## src/rtl/clock_mode_ctrl.sv

```systemverilog
// Front-panel controller for the HH:MM:SS multiplexed clock.
// Synchronises and debounces b1..b4, runs the run/pause/set state machine,
// gates the 1 Hz tick, issues per-field inc/dec pulses and a blink mask.
//
// Ports:
//   clk, rst_n     clock, async active-low reset
//   b1..b4         raw buttons: pause/resume, field select, increment, decrement
//   tick_in        one-cycle time-base pulse
//   tick_out       registered gated tick (passes only in RUN)
//   paused         high in every state except RUN
//   sel            0 none, 1 hours, 2 minutes, 3 seconds
//   inc, dec       one-hot {hours, minutes, seconds} adjust pulses
//   blank          per-digit blank mask, [5:4] hours, [3:2] minutes, [1:0] seconds
module clock_mode_ctrl #(
   parameter int unsigned DEB_CYCLES = 4,
   parameter int unsigned BLINK_DIV  = 8
) (
   input  logic       clk,
   input  logic       rst_n,
   input  logic       b1,
   input  logic       b2,
   input  logic       b3,
   input  logic       b4,
   input  logic       tick_in,
   output logic       tick_out,
   output logic       paused,
   output logic [1:0] sel,
   output logic [2:0] inc,
   output logic [2:0] dec,
   output logic [5:0] blank
);

   localparam int unsigned NB = 4;
   localparam int unsigned DW = (DEB_CYCLES > 2) ? $clog2(DEB_CYCLES) : 1;
   localparam int unsigned BW = (BLINK_DIV > 2) ? $clog2(BLINK_DIV) : 1;

   typedef enum logic [2:0] {RUN, PAUSE, SET_H, SET_M, SET_S} state_t;

   logic [NB-1:0] raw;
   logic [NB-1:0] sync1, sync2, deb, deb_d, press;
   logic [DW-1:0] deb_cnt [NB];

   state_t        state, state_nxt;
   logic [2:0]    field, inc_nxt, dec_nxt;
   logic [1:0]    sel_nxt;
   logic [5:0]    blank_nxt;
   logic          enter_set;
   logic [BW-1:0] bcnt, bcnt_nxt;
   logic          phase, phase_nxt;

   // Bit i corresponds to button b(i+1); index 0 has the highest priority.
   assign raw = {b4, b3, b2, b1};

   // Synchroniser, debounce counter and registered rising-edge press pulse.
   always_ff @(posedge clk or negedge rst_n) begin
      if (!rst_n) begin
         sync1 <= '0;
         sync2 <= '0;
         deb   <= '0;
         deb_d <= '0;
         press <= '0;
         for (int i = 0; i < NB; i++) deb_cnt[i] <= '0;
      end else begin
         sync1 <= raw;
         sync2 <= sync1;
         deb_d <= deb;
         press <= deb & ~deb_d;
         for (int i = 0; i < NB; i++) begin
            if (sync2[i] != deb[i]) begin
               // The DEB_CYCLES-th differing sample flips the level.
               if (deb_cnt[i] == DW'(DEB_CYCLES - 1)) begin
                  deb[i]     <= ~deb[i];
                  deb_cnt[i] <= '0;
               end else begin
                  deb_cnt[i] <= deb_cnt[i] + DW'(1);
               end
            end else begin
               deb_cnt[i] <= '0;
            end
         end
      end
   end

   // Next state, adjust pulses, blink counter and blank mask.
   always_comb begin
      state_nxt = state;
      inc_nxt   = '0;
      dec_nxt   = '0;
      field     = '0;
      sel_nxt   = '0;
      enter_set = 1'b0;
      bcnt_nxt  = bcnt;
      phase_nxt = phase;
      blank_nxt = '0;

      case (state)
         SET_H:   field = 3'b100;
         SET_M:   field = 3'b010;
         SET_S:   field = 3'b001;
         default: field = 3'b000;
      endcase

      // Priority b1 > b2 > b3 > b4; losers are dropped.
      if (press[0]) begin
         state_nxt = (state == RUN) ? PAUSE : RUN;
      end else if (press[1]) begin
         case (state)
            PAUSE:   state_nxt = SET_H;
            SET_H:   state_nxt = SET_M;
            SET_M:   state_nxt = SET_S;
            SET_S:   state_nxt = PAUSE;
            default: state_nxt = state;
         endcase
      end else if (press[2]) begin
         inc_nxt = field;
      end else if (press[3]) begin
         dec_nxt = field;
      end

      case (state_nxt)
         SET_H:   sel_nxt = 2'd1;
         SET_M:   sel_nxt = 2'd2;
         SET_S:   sel_nxt = 2'd3;
         default: sel_nxt = 2'd0;
      endcase
      enter_set = (sel_nxt != 2'd0) && (state_nxt != state);

      // Any field change or adjustment restarts the visible half-period.
      if (enter_set || (inc_nxt != 3'b000) || (dec_nxt != 3'b000)) begin
         bcnt_nxt  = '0;
         phase_nxt = 1'b0;
      end else if (bcnt == BW'(BLINK_DIV - 1)) begin
         bcnt_nxt  = '0;
         phase_nxt = ~phase;
      end else begin
         bcnt_nxt  = bcnt + BW'(1);
      end

      case (sel_nxt)
         2'd1:    blank_nxt[5:4] = {2{phase_nxt}};
         2'd2:    blank_nxt[3:2] = {2{phase_nxt}};
         2'd3:    blank_nxt[1:0] = {2{phase_nxt}};
         default: blank_nxt      = '0;
      endcase
   end

   // State and registered outputs.
   always_ff @(posedge clk or negedge rst_n) begin
      if (!rst_n) begin
         state    <= RUN;
         tick_out <= 1'b0;
         paused   <= 1'b0;
         sel      <= '0;
         inc      <= '0;
         dec      <= '0;
         blank    <= '0;
         bcnt     <= '0;
         phase    <= 1'b0;
      end else begin
         state    <= state_nxt;
         tick_out <= tick_in && (state == RUN);
         paused   <= (state_nxt != RUN);
         sel      <= sel_nxt;
         inc      <= inc_nxt;
         dec      <= dec_nxt;
         blank    <= blank_nxt;
         bcnt     <= bcnt_nxt;
         phase    <= phase_nxt;
      end
   end

endmodule

```

## config.mk

```make
export PLATFORM = sky130hd
export DESIGN_NAME = clock_mode_ctrl
export DESIGN_NICKNAME = d
export VERILOG_FILES = /design/src/rtl/clock_mode_ctrl.sv
export SDC_FILE = /design/constraint.sdc
export NUM_CORES = 1
export LEC_CHECK = 0
export CAP_MARGIN = 30
export CORE_MARGIN = 2
export CORE_UTILIZATION = 32
export DETAILED_ROUTE_END_ITERATION = 8
export PLACE_DENSITY = 0.54
export SYNTH_ARGS = -nofsm -noshare
export SYNTH_HDL_FRONTEND = slang
export SYNTH_SLANG_ARGS = --single-unit
```

## constraint.sdc

```tcl
create_clock -name clk -period 2.9 [get_ports clk]
set_clock_uncertainty 0.05 [all_clocks]
set_input_delay 0.29 -clock clk [delete_from_list [all_inputs] [get_ports clk]]
set_output_delay 0.29 -clock clk [all_outputs]
set_load 0.01 [all_outputs]
```

==> run_results.csv, run 1 <==
group,metric,value,unit
run_status,status,"completed",
timing,worstMarginPinSlew,792,ps
setup_path,worst_setup_path_start_kind,"register",
setup_path,crit_path_end_kind,"register",
global_routing,grt_pass1_vias,1016,
setup_path,r2r_setup_slack,1090,ps
global_routing,grt_overflow,0,
synth,syn_area_per_cell,13.0,sq um
final_layout,final_cells,236,
cts,cts_sinks,48,
synth,synth_most_common_cell,"dfrtp_1",
synth,syn_nets,153,
timing,tns,0,ps
global_routing,use_met3,3.51,%
detailed_routing,vias,1080,
synth,ys_seq_area_share,65.9,%
die,die_x,79.5,um
die,num_rows,27,
setup_path,path_buf_inv,0,
synth,synth_top_area_share,65.9,%
power,clkPwrFrac,19.5,%
global_routing,grt_usage,9.79,%
global_routing,grtUsageMet2,15.0,%
timing,fin_crit,1810,ps
place,dp.cells,227,
final_layout,area_delta_synth_final,21.5,%
cts,path_clk_slew,90,ps
cts,cts_max_level,2,
synth,synth_top_area_cell,"dfrtp_1",
synth,synth_area,1820,sq um
synth,ys.flop_type,"dfrtp_1",
setup_path,path_delay_family,"flip-flops",
detailed_routing,drt_iter0_markers,102,
power,leakagePower,0.952,nW
synth,async_flop_share,100,%
setup_path,arrival,1900,ps
global_routing,grt_pass1_wl,4680,um
timing,finalHoldViolations,0,
detailed_routing,ant_nets,0,
power,vdd_ir_drop_max,0.000525,V
global_routing,use_met1,12.1,%
flow_run,drv_cap,0,
timing,rsz0062_at_grt,"false",
setup_path,cp_cell_sequence,"or3b_4 -> a2111oi_4 -> nor4_1",
synth,yosys-top-cells-count,"48 x dfrtp_1, 13 x nor2_1, 11 x nor2b_1",
die,start_util,33.1,%
synth,yosys_warnings,0,
place,place.gp.congestion,0.767,
setup_path,cp_slowest_cell,"dfrtp_1",
synth,synthCells,140,
final_layout,fin_util,40.2,%
final_layout,n_antenna_cell,0,
global_routing,grt_max_degree,37,
detailed_routing,firstDrtPassIters,4,
power,switching_share,32.9,%
cts,insertion_delay,300,ps
final_layout,final_nets,176,
cts,clk_path_buf_depth,2,
synth,synth_area_leaders,"dfrtp_1 66%, ha_1 4.1%, nor2b_1 3.8%",
cts,numCtsBuffers,5,
timing,slew-limit-headroom,46.7,%
cts,clock-root-buffer,"clkbuf_8",
place,hpwl,1830,um
setup_path,worstPathMaxFanout,16,
timing,max_clock_freq,552,MHz
cts,ctsResizeCount,0,
global_routing,grt_busiest_layer,"met2",
place,io_buffers,22,
power,powerDensity,944,nW/um^2
global_routing,antenna_found_initial,0,
synth,synth-seq-cells,48,
power,p_sw,0.000688,W
detailed_routing,wl,2630,um
die,coreArea,5510,sq um
detailed_routing,wl_per_cell,11.1,um
setup_path,cp_slowest_stage_delay,600,ps
setup_path,path_class,"register to register",
power,internal_power,0.00140,W
final_layout,final_area,2210,sq um
setup_path,cp.required,2990,ps
detailed_routing,drt-vias-per-instance,4.58,
power,combPwrFrac,28.7,%
timing,setup_viol,0,
die,io_pins,23,
synth,synth.distinct_cells,30,
min_path,hold_class,"register to register",
cts,cts_tree,"built",
power,seqPwrFrac,51.7,%
detailed_routing,drc,0,
die,die_y,79.5,um
timing,finalCritPeriodShare,62.5,%
synth,synth-edff-count,0,
timing,maxSlewViolCount,0,
die,die-area,6320,sq um
place,place_area,2110,sq um
final_layout,final_layout_size_suffix_gt1_share,9.76,%
[layout make-up]
| class | instances | area, sq um |
|---|---|---|
| sequential | 48 | 1200 |
| clock inverter | 2 | 15.0 |
| clock buffer | 6 | 82.6 |
| multi-input combinational | 82 | 573 |
| timing repair buffer | 24 | 245 |
| fill | 505 | 3290 |
| inverter | 2 | 7.51 |
| tap | 72 | 90.1 |
[cells by family (layout without fill, tap and decap cells)]
family | after synthesis | in the layout | share of synthesized area, %
muxes | 4 | 4 | 2.47
xor gates and xnor gates | 7 | 7 | 3.36
adders and majority gates | 6 | 6 | 4.12
buffers and inverters | 10 | 34 | 2.68
AOI/OAI and AO/OA | 12 | 12 | 5.42
DFF | 48 | 48 | 65.9
and+or+nand+nor | 53 | 53 | 16.1
[metal layers]
metal  up-vias  wire length [um]  share of wire (%)
li1        516                 -                  -
met1       531              1120                 43
met5         -                 0                  0
met4         0                61                2.3
met3         6               153                5.8
met2        27              1290                 49
[state kept, by name (all words and copies together), names as in the netlist, 4 cells and up]
register,flops
deb_cnt,8
sync1,4
press,4
deb_d,4
sync2,4
deb,4
[power by group through the flow]
stage | Sequential (W) | Clock, W | Combinational (W)
2_1_floorplan | 0.00101 | 0 | 0.000506
3_3_place_gp | 0.00108 | 0 | 0.000585
3_5_place_dp | 0.00110 | 0 | 0.000609
4_1_cts | 0.00108 | 0.000424 | 0.000615
5_1_grt | 0.00112 | 0.000458 | 0.000691
6_report | 0.00108 | 0.000408 | 0.000601
[what timing repair did]
action	4_1_cts	5_1_grt
hold endpoints to repair	12	0
setup buffers	0	0
hold buffers	1	0
[final timing paths]
path / depth (start not counted) / startpoint / to
worst min-delay path: 0 / sync1[0]$_DFF_PN0_ / sync2[0]$_DFF_PN0_
worst min register to register: 0 / sync1[0]$_DFF_PN0_ / sync2[0]$_DFF_PN0_
worst max register to register: 3 / state[2]$_DFF_PN0_ / blank[1]$_DFF_PN0_
min in group asynchronous: 2 / rst_n / deb_d[0]$_DFF_PN0_
max in group asynchronous: 3 / rst_n / state[2]$_DFF_PN0_
worst max-delay path: 3 / state[2]$_DFF_PN0_ / blank[1]$_DFF_PN0_
[worst reg2reg max path, cell delays in order, from the launching register on]
cell and delay [ps]:
dfrtp_1 600, or3b_4 470, a2111oi_4 420, nor4_1 130
[cells in the final DEF, fill, tap and decap left out, drive strengths merged]
cell type       n
a2111oi         1
a21o            1
a21oi           2
a22oi           2
a31oi           1
and2            2
buf             2
clkbuf          6
clkdlybuf4s50  21
clkinvlp        2
dfrtp          48
dlygate4sd3     1
ha              6
inv             2
mux2            4
nand2           6
nand2b          2
nand3b          1
nand4b          1
nor2           13
nor2b          11
nor3            8
nor3b           3
nor4            3
nor4bb          1
o2111ai         1
o21ai           3
o22a            1
or3b            2
xnor2           5
xor2            2
[metrics by stage]
step	hold WS, ps	total power [W]	worst slack [ps]
final	305	0.00209	1090
after global routing	316	0.00227	883
after CTS	307	0.00212	1090
after detailed placement	150	0.00171	1100
after global placement	282	0.00167	1150
after floorplan	-55.6	0.00151	1390
Power figures use the tool's default switching activity.
==> inputs of run 2 (changes only) <==
PLACE_DENSITY = 0.56   (was 0.54)
clock period = 1.6 ns   (was 2.9 ns; I/O delays follow)
==> run 2 against run 1 <==
  * Count of clock-buffer cells in the layout grew 1
  * Die area is the same
  * Wire length grew 13%
  * Utilization grew 0.98 points
  * Non-clock buffer count grew 6
  * Critical path depth grew 1
  * Hold slack lost 68 ps
  * Design area grew 2.4%
  * Highest routed layer unchanged
  * Clock power grew 80%
==> run_results.csv, run 2 (synthesis gave the netlist of run 1 again) <==
group,metric,value,unit
run_status,status,"completed",
cts,clock-root-buffer,"clkbuf_8",
timing,setup_viol,0,
global_routing,antenna_found_initial,0,
setup_path,cp_slowest_cell,"or3b_4",
global_routing,grt_overflow,0,
final_layout,final_common_cell,"dfrtp_1",
die,start_util,33.1,%
setup_path,path_buf_inv,1,
setup_path,r2r_setup_slack,20,ps
min_path,min-delay-start,"b4",
detailed_routing,firstDrtPassIters,4,
die,die_x,79.5,um
power,clkPwrFrac,18.6,%
final_layout,final_layout_size_suffix_gt1_share,14.7,%
min_path,hold_class,"input port to register",
setup_path,r2r_start,"state[2]$_DFF_PN0_",
min_path,holdPathEnd,"sync1[3]$_DFF_PN0_",
power,powerDensity,1740,nW/um^2
place,hpwl,2070,um
timing,worstMarginPinSlew,589,ps
final_layout,fin_util,41.2,%
detailed_routing,wl_per_cell,12.2,um
setup_path,worst_setup_path_start_kind,"register",
cts,cts_tree,"built",
cts,cts_sinks,48,
final_layout,layout_common_cells,"48 x dfrtp_1, 21 x clkdlybuf4s50_1, 13 x nor2_1",
place,io_buffers,22,
timing,fin_hold_ws,237,ps
final_layout,regMostFlops,"deb_cnt",
final_layout,area_delta_synth_final,24.4,%
die,coreArea,5510,sq um
setup_path,crit_path_end_kind,"register",
final_layout,final_nets,182,
timing,finalHoldViolations,0,
die,io_pins,23,
final_layout,largest_reg_flops,8,
setup_path,path_delay_family,"simple AND/OR/NAND/NOR gates",
timing,rsz0062_at_grt,"true",
die,die_y,79.5,um
global_routing,grt_usage,11.5,%
power,seqPwrFrac,47.3,%
cts,insertion_delay,300,ps
power,vdd_ir_drop_max,0.000663,V
power,combPwrFrac,34.1,%
global_routing,grt_max_degree,49,
setup_path,cp_cell_sequence,"or3b_4 -> a2111oi_4 -> buf_4 -> nor4_1",
final_layout,ff_latch_area,1200,sq um
detailed_routing,ant_nets,0,
timing,maxSlewViolCount,0,
setup_path,cp_slowest_stage_delay,430,ps
setup_path,worstPathMaxFanout,5,
power,internal_power,0.00263,W
cts,path_clk_slew,80,ps
die,die-area,6320,sq um
timing,finalCritPeriodShare,98.6,%
global_routing,grt_pass1_wl,5510,um
setup_path,r2r_cells,4,
place,place.gp.congestion,0.746,
setup_path,cp.required,1740,ps
detailed_routing,drc,0,
flow_run,drv_cap,0,
final_layout,multi_input_comb_area,598,sq um
detailed_routing,drt_iter0_markers,77,
detailed_routing,wl,2960,um
timing,max_clock_freq,634,MHz
timing,fin_crit,1580,ps
detailed_routing,vias,1111,
power,p_sw,0.00132,W
setup_path,r2r_end,"bcnt[0]$_DFF_PN0_",
final_layout,n_antenna_cell,0,
final_layout,fill_cells,522,
detailed_routing,drt-vias-per-instance,4.59,
setup_path,path_class,"register to register",
min_path,hold_depth,1,
cts,clk_path_buf_depth,2,
setup_path,arrival,1720,ps
timing,slew-limit-headroom,60.7,%
power,leakagePower,0.984,nW
die,num_rows,27,
global_routing,grt_pass1_vias,1199,
cts,cts_max_level,2,
cts,numCtsBuffers,5,
power,switching_share,33.4,%
-- run 2: worst max path at each step --
stage | start | end | slack, ps | cells past startpoint
finish | state[2]$_DFF_PN0_ | bcnt[0]$_DFF_PN0_ | 20 | 4
detailed placement | state[0]$_DFF_PN0_ | blank[1]$_DFF_PN0_ | 50 | 3
CTS | state[0]$_DFF_PN0_ | blank[1]$_DFF_PN0_ | 20 | 3
global placement | state[0]$_DFF_PN0_ | blank[1]$_DFF_PN0_ | 100 | 3
floorplan | state[0]$_DFF_PN0_ | blank[1]$_DFF_PN0_ | 90 | 3
global route | state[1]$_DFF_PN0_ | blank[1]$_DFF_PN0_ | -50 | 4
-- run 2: stage by stage --
| step | setup TNS [ps] | area [sq um] | cells | total power, W | worst slack [ps] |
|---|---|---|---|---|---|
| 2_1_floorplan | 0 | 1820 | 140 | 0.00274 | 91.2 |
| 3_3_place_gp | 0 | 2130 | 232 | 0.00311 | 97.2 |
| 3_5_place_dp | 0 | 2130 | 232 | 0.00321 | 50.6 |
| 4_1_cts | 0 | 2240 | 241 | 0.00396 | 24.8 |
| 5_1_grt | -234 | 2270 | 242 | 0.00429 | -49.0 |
| 6_report | 0 | 2270 | 242 | 0.00395 | 22.9 |
-- run 2: final cells by class --
class / instances / area share [%]
Clock inverter: 1 / 0.331
Clock buffer: 7 / 3.81
Inverter: 2 / 0.331
Sequential cell: 48 / 53.0
Timing Repair Buffer: 30 / 12.2
Tap cell: 72 / 3.97
Multi-Input combinational cell: 82 / 26.4
-- run 2: what timing repair did --
action | 4_1_cts | 5_1_grt
setup buffers | 0 | 1
endpoints found under the setup margin | 0 | 6
endpoints found under the hold margin | 48 | 0
hold buffers | 1 | 0
gates resized for setup | 0 | 4
-- run 2: metal layers --
metal	up-vias	GRT usage (%)	share of wire (%)
met5	-	0	0
met4	0	6.72	1.5
met3	4	3.05	5.8
met2	28	19.7	51
met1	552	12.7	42
li1	527	-	-
-- run 2: power by group through the flow --
stage	clock network, W	registers [W]	logic (W)
5_1_grt	0.000831	0.00193	0.00153
4_1_cts	0.000765	0.00187	0.00132
6_report	0.000733	0.00187	0.00135
3_5_place_dp	0	0.00190	0.00131
2_1_floorplan	0	0.00183	0.000916
3_3_place_gp	0	0.00186	0.00125
==> inputs of run 3 (changes only) <==
MAX_ROUTING_LAYER = met4   (was default)
SKIP_LAST_GASP = 1   (was default)
SLEW_MARGIN = 20   (was default)
==> run 3 against run 2 <==
  * Register-to-register slack barely moved
  * Sequential share of layout area rose by 0.15 points
  * Utilization fell by 0.11 points
  * Sequential cell count did not move
  * Largest power group unchanged
  * Setup slack got worse by 1.2 ps
  * Final cell count did not move
  * Combinational power barely moved
  * Via count rose by 0.63%
  * First-iteration DRC count fell by 10%
==> run_results.csv, run 3 (synthesis gave the netlist of run 1 again) <==
group,metric,value,unit
run_status,status,"completed",
min_path,hold_class,"input port to register",
setup_path,r2r_setup_slack,20,ps
final_layout,final_area,2260,sq um
detailed_routing,wl,2950,um
timing,maxSlewViolCount,0,
timing,finalHoldViolations,0,
cts,clock-root-buffer,"clkbuf_8",
die,io_pins,23,
timing,worst_slack,21.8,ps
detailed_routing,drt_iter0_markers,69,
die,die-area,6320,sq um
final_layout,layout_common_cells,"48 x dfrtp_1, 21 x clkdlybuf4s50_1, 13 x nor2_1",
timing,worstMarginPinSlew,587,ps
setup_path,cp_slowest_stage_delay,430,ps
final_layout,final_nets,182,
final_layout,area_delta_synth_final,24.1,%
setup_path,arrival,1720,ps
setup_path,r2r_cells,4,
setup_path,crit_path_end_kind,"register",
timing,max_clock_freq,634,MHz
cts,clk_path_buf_depth,2,
cts,cts_tree,"built",
cts,cts_sinks,48,
setup_path,cp_cell_sequence,"or3b_4 -> a2111oi_4 -> buf_4 -> nor4_1",
timing,setup_viol,0,
timing,slew-limit-headroom,60.9,%
global_routing,grt_pass1_wl,5520,um
cts,numCtsBuffers,5,
die,num_rows,27,
min_path,holdPathEnd,"sync1[3]$_DFF_PN0_",
min_path,hold_depth,1,
setup_path,r2r_end,"bcnt[0]$_DFF_PN0_",
global_routing,grt_max_degree,49,
detailed_routing,ant_nets,0,
setup_path,worst_setup_path_start_kind,"register",
die,die_y,79.5,um
final_layout,regMostFlops,"deb_cnt",
setup_path,cp.required,1740,ps
detailed_routing,vias,1118,
place,place_area,2130,sq um
cts,insertion_delay,300,ps
global_routing,grt_pass1_vias,1201,
final_layout,final_common_cell,"dfrtp_1",
flow_run,drv_cap,0,
detailed_routing,drt-vias-per-instance,4.62,
place,dpl_worst_slack,50.6,ps
setup_path,worstPathMaxFanout,5,
place,io_buffers,22,
power,leakagePower,0.983,nW
cts,cts_max_level,2,
final_layout,n_antenna_cell,0,
global_routing,antenna_found_initial,0,
power,powerDensity,1740,nW/um^2
timing,finalCritPeriodShare,98.6,%
detailed_routing,firstDrtPassIters,4,
die,coreArea,5510,sq um
timing,fin_crit,1580,ps
detailed_routing,wl_per_cell,12.2,um
power,vdd_ir_drop_max,0.000662,V
die,start_util,33.1,%
die,die_x,79.5,um
place,hpwl,2070,um
min_path,min-delay-start,"b4",
setup_path,cp_slowest_cell,"or3b_4",
setup_path,critPathLaunch,"state[2]$_DFF_PN0_",
setup_path,path_class,"register to register",
final_layout,largest_reg_flops,8,
global_routing,grt_usage,11.8,%
setup_path,r2r_start,"state[2]$_DFF_PN0_",
detailed_routing,drc,0,
final_layout,final_layout_size_suffix_gt1_share,14.1,%
timing,rsz0062_at_grt,"true",
place,place.gp.congestion,0.756,
global_routing,grt_overflow,0,
cts,path_clk_slew,80,ps
## run 3: cell types whose count changed in the layout (fill, tap and decap cells not counted)
| cell | previous run | this run |
|---|---|---|
| o2111ai_1 | 0 | 1 |
| o2111ai_2 | 1 | 0 |
## run 3: layout make-up
class / instances / area (sq um)
Timing Repair Buffer: 30 / 278
Sequential cell: 48 / 1200
Clock buffer: 7 / 86.3
Tap cell: 72 / 90.1
Multi-Input combinational cell: 82 / 592
Fill cell: 523 / 3240
Clock inverter: 1 / 7.51
Inverter: 2 / 7.51
## run 3: worst max-delay path by stage
stage | slack (ps) | end | cells past startpoint
3_5_place_dp | 50 | blank[1]$_DFF_PN0_ | 3
5_1_grt | -50 | blank[1]$_DFF_PN0_ | 4
6_report | 20 | bcnt[0]$_DFF_PN0_ | 4
3_3_place_gp | 100 | blank[1]$_DFF_PN0_ | 3
4_1_cts | 20 | blank[1]$_DFF_PN0_ | 3
2_1_floorplan | 90 | blank[1]$_DFF_PN0_ | 3
## run 3: critical path: cells and delay by family (launching register included)
| kind | cells | cell delay, ps |
|---|---|---|
| AND/OR/NAND/NOR | 2 | 480 |
| flip-flops | 1 | 400 |
| AO/OA/AOI/OAI | 1 | 350 |
| buffers and inverters | 1 | 190 |
## run 3: metal layers
layer	wire, um	global-route usage, %	vias to the layer above
li1	-	-	527
met1	1220	12.9	558
met2	1510	19.6	28
met3	174	3.05	5
met4	49	6.72	0
met5	0	-	-
## run 3: through the flow
step	setup TNS (ps)	util, %	hold slack [ps]	instances	power (W)
detailed placement	0	38.7	235	232	0.00321
global placement	0	38.7	219	232	0.00311
finish	0	41.1	235	242	0.00394
CTS	0	40.6	229	241	0.00396
global route	-249	41.1	236	242	0.00428
floorplan	0	-	-186	140	0.00274
## run 3: power breakdown
part	total [W]	internal, W	switching (W)
Combinational	0.00134	0.000684	0.000653
Sequential	0.00187	0.00160	0.000272
Clock	0.000734	0.000351	0.000384
## run 3: timing repair
item	CTS	global route
setup buffers	0	1
setup endpoints to repair	0	6
resized for setup	0	3
endpoints found under the hold margin	48	0
hold buffers	1	0
